<file path="src/rtl/fp_int32_to_fp_pkg.sv">
// Shared constants and format helpers for the int32 -> IEEE-754 conversion path.
package fp_cvt_pkg;

  typedef logic [1:0] rm_t;

  localparam rm_t RM_RN = 2'd0;
  localparam rm_t RM_RZ = 2'd1;
  localparam rm_t RM_RP = 2'd2;
  localparam rm_t RM_RM = 2'd3;

  function automatic int fw_of(input int w);
    return (w == 64) ? 52 : 23;
  endfunction

  function automatic int ew_of(input int w);
    return (w == 64) ? 11 : 8;
  endfunction

  function automatic int bias_of(input int w);
    return (w == 64) ? 1023 : 127;
  endfunction

endpackage

</file>
<file path="src/rtl/fp_int32_to_fp_if.sv">
// Operand/result handshake bundle for the int32 -> float converter.
interface fp_int32_to_fp_if #(parameter int W = 32);
  import fp_cvt_pkg::*;

  logic         in_valid;
  logic         in_ready;
  logic [31:0]  in_data;
  rm_t          rm;
  logic         flush;
  logic         out_valid;
  logic         out_ready;
  logic [W-1:0] out_data;
  logic         inexact;

  modport slave (
    input  in_valid, in_data, rm, flush, out_ready,
    output in_ready, out_valid, out_data, inexact
  );

  modport master (
    output in_valid, in_data, rm, flush, out_ready,
    input  in_ready, out_valid, out_data, inexact
  );

endinterface

</file>
<file path="src/rtl/fp_int32_to_fp_clz.sv">
// Combinational 32-bit leading-zero counter; result is 0 for an all-zero input.
module count_leading_zeros32 (
  input  logic [31:0] a_i,
  output logic [4:0]  cnt_o
);

  always_comb begin
    logic found;
    cnt_o = '0;
    found = 1'b0;
    for (int i = 31; i >= 0; i--) begin
      if (!found && a_i[i]) begin
        cnt_o = 5'(31 - i);
        found = 1'b1;
      end
    end
  end

endmodule

</file>
<file path="src/rtl/fp_int32_to_fp.sv">
// Three-stage int32 -> single/double converter (capture/abs, normalize, round/pack)
// with one global stall and a synchronous flush.
module fp_int32_to_fp
  import fp_cvt_pkg::*;
#(
  parameter int W = 32
) (
  input  logic              clk,
  input  logic              reset_n,
  fp_int32_to_fp_if.slave   bus
);

  localparam int FW   = fw_of(W);
  localparam int EW   = ew_of(W);
  localparam int BIAS = bias_of(W);

  logic          stall;

  logic          s1_valid_q;
  logic          s1_sign_q;
  logic          s1_zero_q;
  logic [31:0]   s1_mag_q;
  rm_t           s1_rm_q;

  logic          s2_valid_q;
  logic          s2_sign_q;
  logic          s2_zero_q;
  logic [30:0]   s2_n_q;
  logic [EW-1:0] s2_e_q;
  rm_t           s2_rm_q;

  logic          out_valid_q;
  logic [W-1:0]  out_q;
  logic          inx_q;

  logic [4:0]    lz;
  logic [30:0]   s2_n_d;
  logic [EW-1:0] s2_e_d;
  logic [W-1:0]  out_d;
  logic          inx_d;

  assign stall        = out_valid_q & ~bus.out_ready;
  assign bus.in_ready = ~stall;

  count_leading_zeros32 u_clz (
    .a_i   (s1_mag_q),
    .cnt_o (lz)
  );

  // The leading one lands at bit 31 and is implicit in the encoding, so it is dropped here.
  assign s2_n_d = 31'(s1_mag_q << lz);
  assign s2_e_d = EW'(BIAS + 31 - int'(lz));

  if (W == 32) begin : g_single
    logic [22:0] frac;
    logic        g;
    logic        s;
    logic        inc;
    logic [23:0] frac_sum;
    logic [7:0]  e_r;

    always_comb begin
      frac = s2_n_q[30:8];
      g    = s2_n_q[7];
      s    = |s2_n_q[6:0];
      inc  = 1'b0;
      case (s2_rm_q)
        RM_RN:   inc = g & (s | frac[0]);
        RM_RZ:   inc = 1'b0;
        RM_RP:   inc = ~s2_sign_q & (g | s);
        default: inc = s2_sign_q & (g | s);
      endcase
      // Mantissa carry-out bumps the exponent; max exponent 158 cannot reach infinity.
      frac_sum = {1'b0, frac} + 24'(inc);
      e_r      = s2_e_q + 8'(frac_sum[23]);
      out_d    = {s2_sign_q, e_r, frac_sum[22:0]};
      inx_d    = g | s;
      if (s2_zero_q) begin
        out_d = '0;
        inx_d = 1'b0;
      end
    end
  end else begin : g_double
    always_comb begin
      out_d = {s2_sign_q, s2_e_q, s2_n_q, {(FW - 31){1'b0}}};
      inx_d = 1'b0;
      if (s2_zero_q) out_d = '0;
    end
  end

  always_ff @(posedge clk or negedge reset_n) begin
    if (!reset_n) begin
      s1_valid_q  <= 1'b0;
      s1_sign_q   <= 1'b0;
      s1_zero_q   <= 1'b0;
      s1_mag_q    <= '0;
      s1_rm_q     <= RM_RN;
      s2_valid_q  <= 1'b0;
      s2_sign_q   <= 1'b0;
      s2_zero_q   <= 1'b0;
      s2_n_q      <= '0;
      s2_e_q      <= '0;
      s2_rm_q     <= RM_RN;
      out_valid_q <= 1'b0;
      out_q       <= '0;
      inx_q       <= 1'b0;
    end else if (bus.flush) begin
      s1_valid_q  <= 1'b0;
      s2_valid_q  <= 1'b0;
      out_valid_q <= 1'b0;
    end else if (!stall) begin
      s1_valid_q  <= bus.in_valid;
      s1_sign_q   <= bus.in_data[31];
      s1_zero_q   <= (bus.in_data == 32'd0);
      s1_mag_q    <= bus.in_data[31] ? (32'd0 - bus.in_data) : bus.in_data;
      s1_rm_q     <= bus.rm;
      s2_valid_q  <= s1_valid_q;
      s2_sign_q   <= s1_sign_q;
      s2_zero_q   <= s1_zero_q;
      s2_n_q      <= s2_n_d;
      s2_e_q      <= s2_e_d;
      s2_rm_q     <= s1_rm_q;
      out_valid_q <= s2_valid_q;
      out_q       <= out_d;
      inx_q       <= inx_d;
    end
  end

  assign bus.out_valid = out_valid_q;
  assign bus.out_data  = out_q;
  assign bus.inexact   = inx_q;

endmodule

</file>
<file path="src/flat_wrapper.sv">
// flat-port wrapper written by rule: the top's interface ports become plain ports
module fp_int32_to_fp_flat import fp_cvt_pkg::*;
#(
  parameter int W = 32
)
  (clk, reset_n, bus_in_valid, bus_in_data, bus_rm, bus_flush, bus_out_ready, bus_in_ready, bus_out_valid, bus_out_data, bus_inexact);
  fp_int32_to_fp_if #(.W(W)) bus_i ();
  input  logic clk;
  input  logic reset_n;
  input wire logic [$bits(bus_i.in_valid)-1:0] bus_in_valid;
  input wire logic [$bits(bus_i.in_data)-1:0] bus_in_data;
  input wire logic [$bits(bus_i.rm)-1:0] bus_rm;
  input wire logic [$bits(bus_i.flush)-1:0] bus_flush;
  input wire logic [$bits(bus_i.out_ready)-1:0] bus_out_ready;
  output wire logic [$bits(bus_i.in_ready)-1:0] bus_in_ready;
  output wire logic [$bits(bus_i.out_valid)-1:0] bus_out_valid;
  output wire logic [$bits(bus_i.out_data)-1:0] bus_out_data;
  output wire logic [$bits(bus_i.inexact)-1:0] bus_inexact;
  assign bus_i.in_valid = bus_in_valid;
  assign bus_i.in_data = bus_in_data;
  assign bus_i.rm = bus_rm;
  assign bus_i.flush = bus_flush;
  assign bus_i.out_ready = bus_out_ready;
  assign bus_in_ready = bus_i.in_ready;
  assign bus_out_valid = bus_i.out_valid;
  assign bus_out_data = bus_i.out_data;
  assign bus_inexact = bus_i.inexact;
  fp_int32_to_fp #(.W(W)) u_core (.clk(clk), .reset_n(reset_n), .bus(bus_i));
endmodule
</file>
<file path="config.mk">
export PLATFORM = sky130hd
export DESIGN_NAME = fp_int32_to_fp_flat
export DESIGN_NICKNAME = d
export VERILOG_FILES = /design/src/rtl/fp_int32_to_fp_pkg.sv /design/src/rtl/fp_int32_to_fp_if.sv /design/src/rtl/fp_int32_to_fp_clz.sv /design/src/rtl/fp_int32_to_fp.sv /design/src/flat_wrapper.sv
export SDC_FILE = /design/constraint.sdc
export NUM_CORES = 1
export LEC_CHECK = 0
export CAP_MARGIN = 15
export CORE_MARGIN = 5
export CORE_UTILIZATION = 40
export CTS_CLUSTER_SIZE = 20
export DETAILED_ROUTE_END_ITERATION = 16
export PLACE_DENSITY = 0.7
export RECOVER_POWER = 25
export SYNTH_ARGS = -nofsm -noshare
export SYNTH_HDL_FRONTEND = slang
export SYNTH_SLANG_ARGS = --single-unit
</file>
<file path="constraint.sdc">
create_clock -name clk -period 8.1 [get_ports clk]
set_input_delay 2.43 -clock clk [delete_from_list [all_inputs] [get_ports clk]]
set_output_delay 2.43 -clock clk [all_outputs]
set_load 0.01 [all_outputs]
</file>
==> out/metrics.yaml <==
run_status: "finished, violations left"
violations: "max-capacitance violations, max-slew violations"
synth_top_cell_area_share_pct: 36.7
design_area_um2: 9310
rows: 51
crit_path_max_incr_delay_ns: 0.53
tns_ns: 0
viasPerCell: 5.71
crit_chain: "dlygate4sd3_1, nor2b_1, inv_1, clkdlybuf4s50_1"
start_util_pct: 40.4
yosys.area.top_type: "dfrtp_1"
start_kind: "primary input"
critPathMaxFanout: 6
final_period_minus_worst_setup_slack_ns: 6.44
final_antenna_net_count: 0
core_um2: 19400
ys.flop_type: "dfrtp_1"
finalMaxSlewViolations: 95
cts-root-buf: "clkbuf_16"
drt_iter0_drc: 753
maxCapViolCount: 2
htreeDepth: 4
drive_gt1_share_pct: 8.18
diodes: 0
ctsHoldBuffers: 0
die_w_um: 150
syn-num-nets: 978
rsz0062_at_grt: "no"
grt_max_degree: 100
portBuffers: 73
grt_pass1_vias: 6825
clk_latency_ns: 0.43
overflow: 0
placed_area_um2: 8700
skew_ns: 0.0134
cp.arrival_ns: 4.01
place.gp.congestion: 0.967
ys_top_cells_by_area: "dfrtp_1 (37%), nand2_1 (8.3%), mux2i_1 (7.5%)"
pin_count: 74
worstSetupPathType: "in -> out"
netlist_top_cells_count: "nand2_1 (173), dfrtp_1 (115), o21ai_0 (91)"
tightest_slew_ns: 3.24
cts_max_path_buffers: 2
synthArstFlopShare_pct: 100
holdWs_ns: 0.457
drc: 0
hpwl_um: 15900
synth.most_common_cell: "nand2_1"
postCtsSetupBuffers: 0
p_per_area_nw_per_um2: 259
power_mw: 2.41
die_area_um2: 22500
finalWirelength_um: 22100
die_h_um: 150
grt_pass1_wl_um: 36100
syn_area_um2: 7840
leakage_nw: 3.78
vdd_drop_max_mv: 0.139
cts_sinks: 115
layout.nets: 1010
synth_edf_count: 0
synthToLayoutAreaGrowth_pct: 18.8
vias: 7101
netlist_instances: 933
grt_util_all_layers_pct: 20.3
path_buf_inv: 3
cts_tree: "done"
finalCritPeriodShare_pct: 79.5
timing.slew.headroom_pct: -116
setup_viol: 0
cp.required_ns: 5.67
ys_types: 68
max_freq_ghz: 0.155
cts_inserted_buffers: 17
ys.warnings.count: 0
ys_ff_latch: 115
hold_class: "reg -> reg"
slowest_stage: "dlygate4sd3_1"
clk_pin_slew_worst_paths_ns: 0.06
avgSynthCellArea_um2: 8.40
utilization_pct: 48.0
crit_path_end_kind: "output pin"
ctsResizeCount: 0
post_drt_wl_per_cell_um: 17.8
ys_seq_area_share_pct: 36.7
hold_viol: 0
critical-path-top-delay-family: "buffers and inverters"
drtPass1Iterations: 5
grt_antenna_before_repair: 0
-- layer usage --
layer	track usage (%)	vias to the layer above	part of all wire, %
met4	8.23	0	3.3
li1	-	3444	-
met5	0	-	0
met1	27.9	3308	45
met3	4.27	60	7.1
met2	31.4	289	45
-- metrics by stage --
stage / setup slack, ns / instances
final: 1.66 / 1243
after global routing: 1.39 / 1243
after CTS: 1.80 / 1243
after detailed placement: 1.81 / 1211
after global placement: 1.85 / 1211
after floorplan: 2.86 / 933
-- tightest hold or removal path, cell delays in order, from the launching register on --
cell and delay (ns):
dfrtp_1 0.34, nand2_1 0.05, nand2_1 0.05
-- layout by cell type, fill, tap and decap left out, types with 14 or more instances in the layout --
cell / synthesis / routed
a211oi_1: 15 / 15
a21oi_1: 25 / 25
clkbuf_16: 0 / 17
clkdlybuf4s50_1: 0 / 71
dfrtp_1: 115 / 115
mux2_2: 17 / 17
mux2i_1: 59 / 59
nand2_1: 173 / 173
nand3_1: 29 / 29
nor2_1: 55 / 54
nor3_1: 22 / 22
o21ai_0: 91 / 91
o31ai_1: 19 / 19
xnor2_1: 14 / 14
xor2_1: 45 / 45
-- report_power, final --
part	internal (mW)	leakage, nW	switching, mW
Sequential	0.698	1.41	0.145
Combinational	0.349	2.07	0.428
Clock	0.495	0.298	0.296
-- sequential cells by signal (all words and copies together), names as in the netlist --
signal,count
u_core.s1_mag_q,32
u_core.s1_zero_q,1
u_core.bus.out_valid,1
u_core.s2_n_q,31
u_core.s2_e_q,8
u_core.s2_sign_q,1
u_core.s1_sign_q,1
u_core.s1_valid_q,1
u_core.bus.out_data,32
u_core.s1_rm_q,2
u_core.s2_zero_q,1
u_core.s2_rm_q,2
u_core.s2_valid_q,1
u_core.bus.inexact,1
-- final timing paths --
path | to | depth (start not counted) | slack, ns | start
hold reg to reg | u_core.s2_rm_q[0] | 2 | 0.46 | u_core.s1_rm_q[0]
max in group asynchronous | u_core.s1_mag_q[18] | 2 | 2.31 | reset_n
setup reg to reg | u_core.s2_n_q[28] | 10 | 3.67 | u_core.s1_mag_q[19]
setup / recovery | bus_in_ready | 4 | 1.66 | bus_out_ready
min in group asynchronous | u_core.s2_e_q[1] | 1 | 3.09 | reset_n
hold / removal | u_core.s2_rm_q[0] | 2 | 0.46 | u_core.s1_rm_q[0]
-- layout make-up --
type | count | area [µm²]
Clock buffer | 18 | 439
Clock inverter | 14 | 179
Fill cell | 1927 | 10100
Inverter | 14 | 52.6
Multi-Input combinational cell | 733 | 4630
Sequential cell | 115 | 2880
Tap cell | 265 | 332
Timing Repair Buffer | 84 | 801
-- kinds of logic after synthesis --
kind of cell               count (synthesis)  synth area share, %
adders and majority gates                  6                0.958
xor gates and xnor gates                  59                 6.60
DFF                                      115                 36.7
and+or+nand+nor                          362                 22.1
AOI/OAI and AO/OA                        228                 18.8
buffers and inverters                     85                 4.52
muxes                                     78                 10.3
Note: power is estimated with default switching activity, not from simulation.
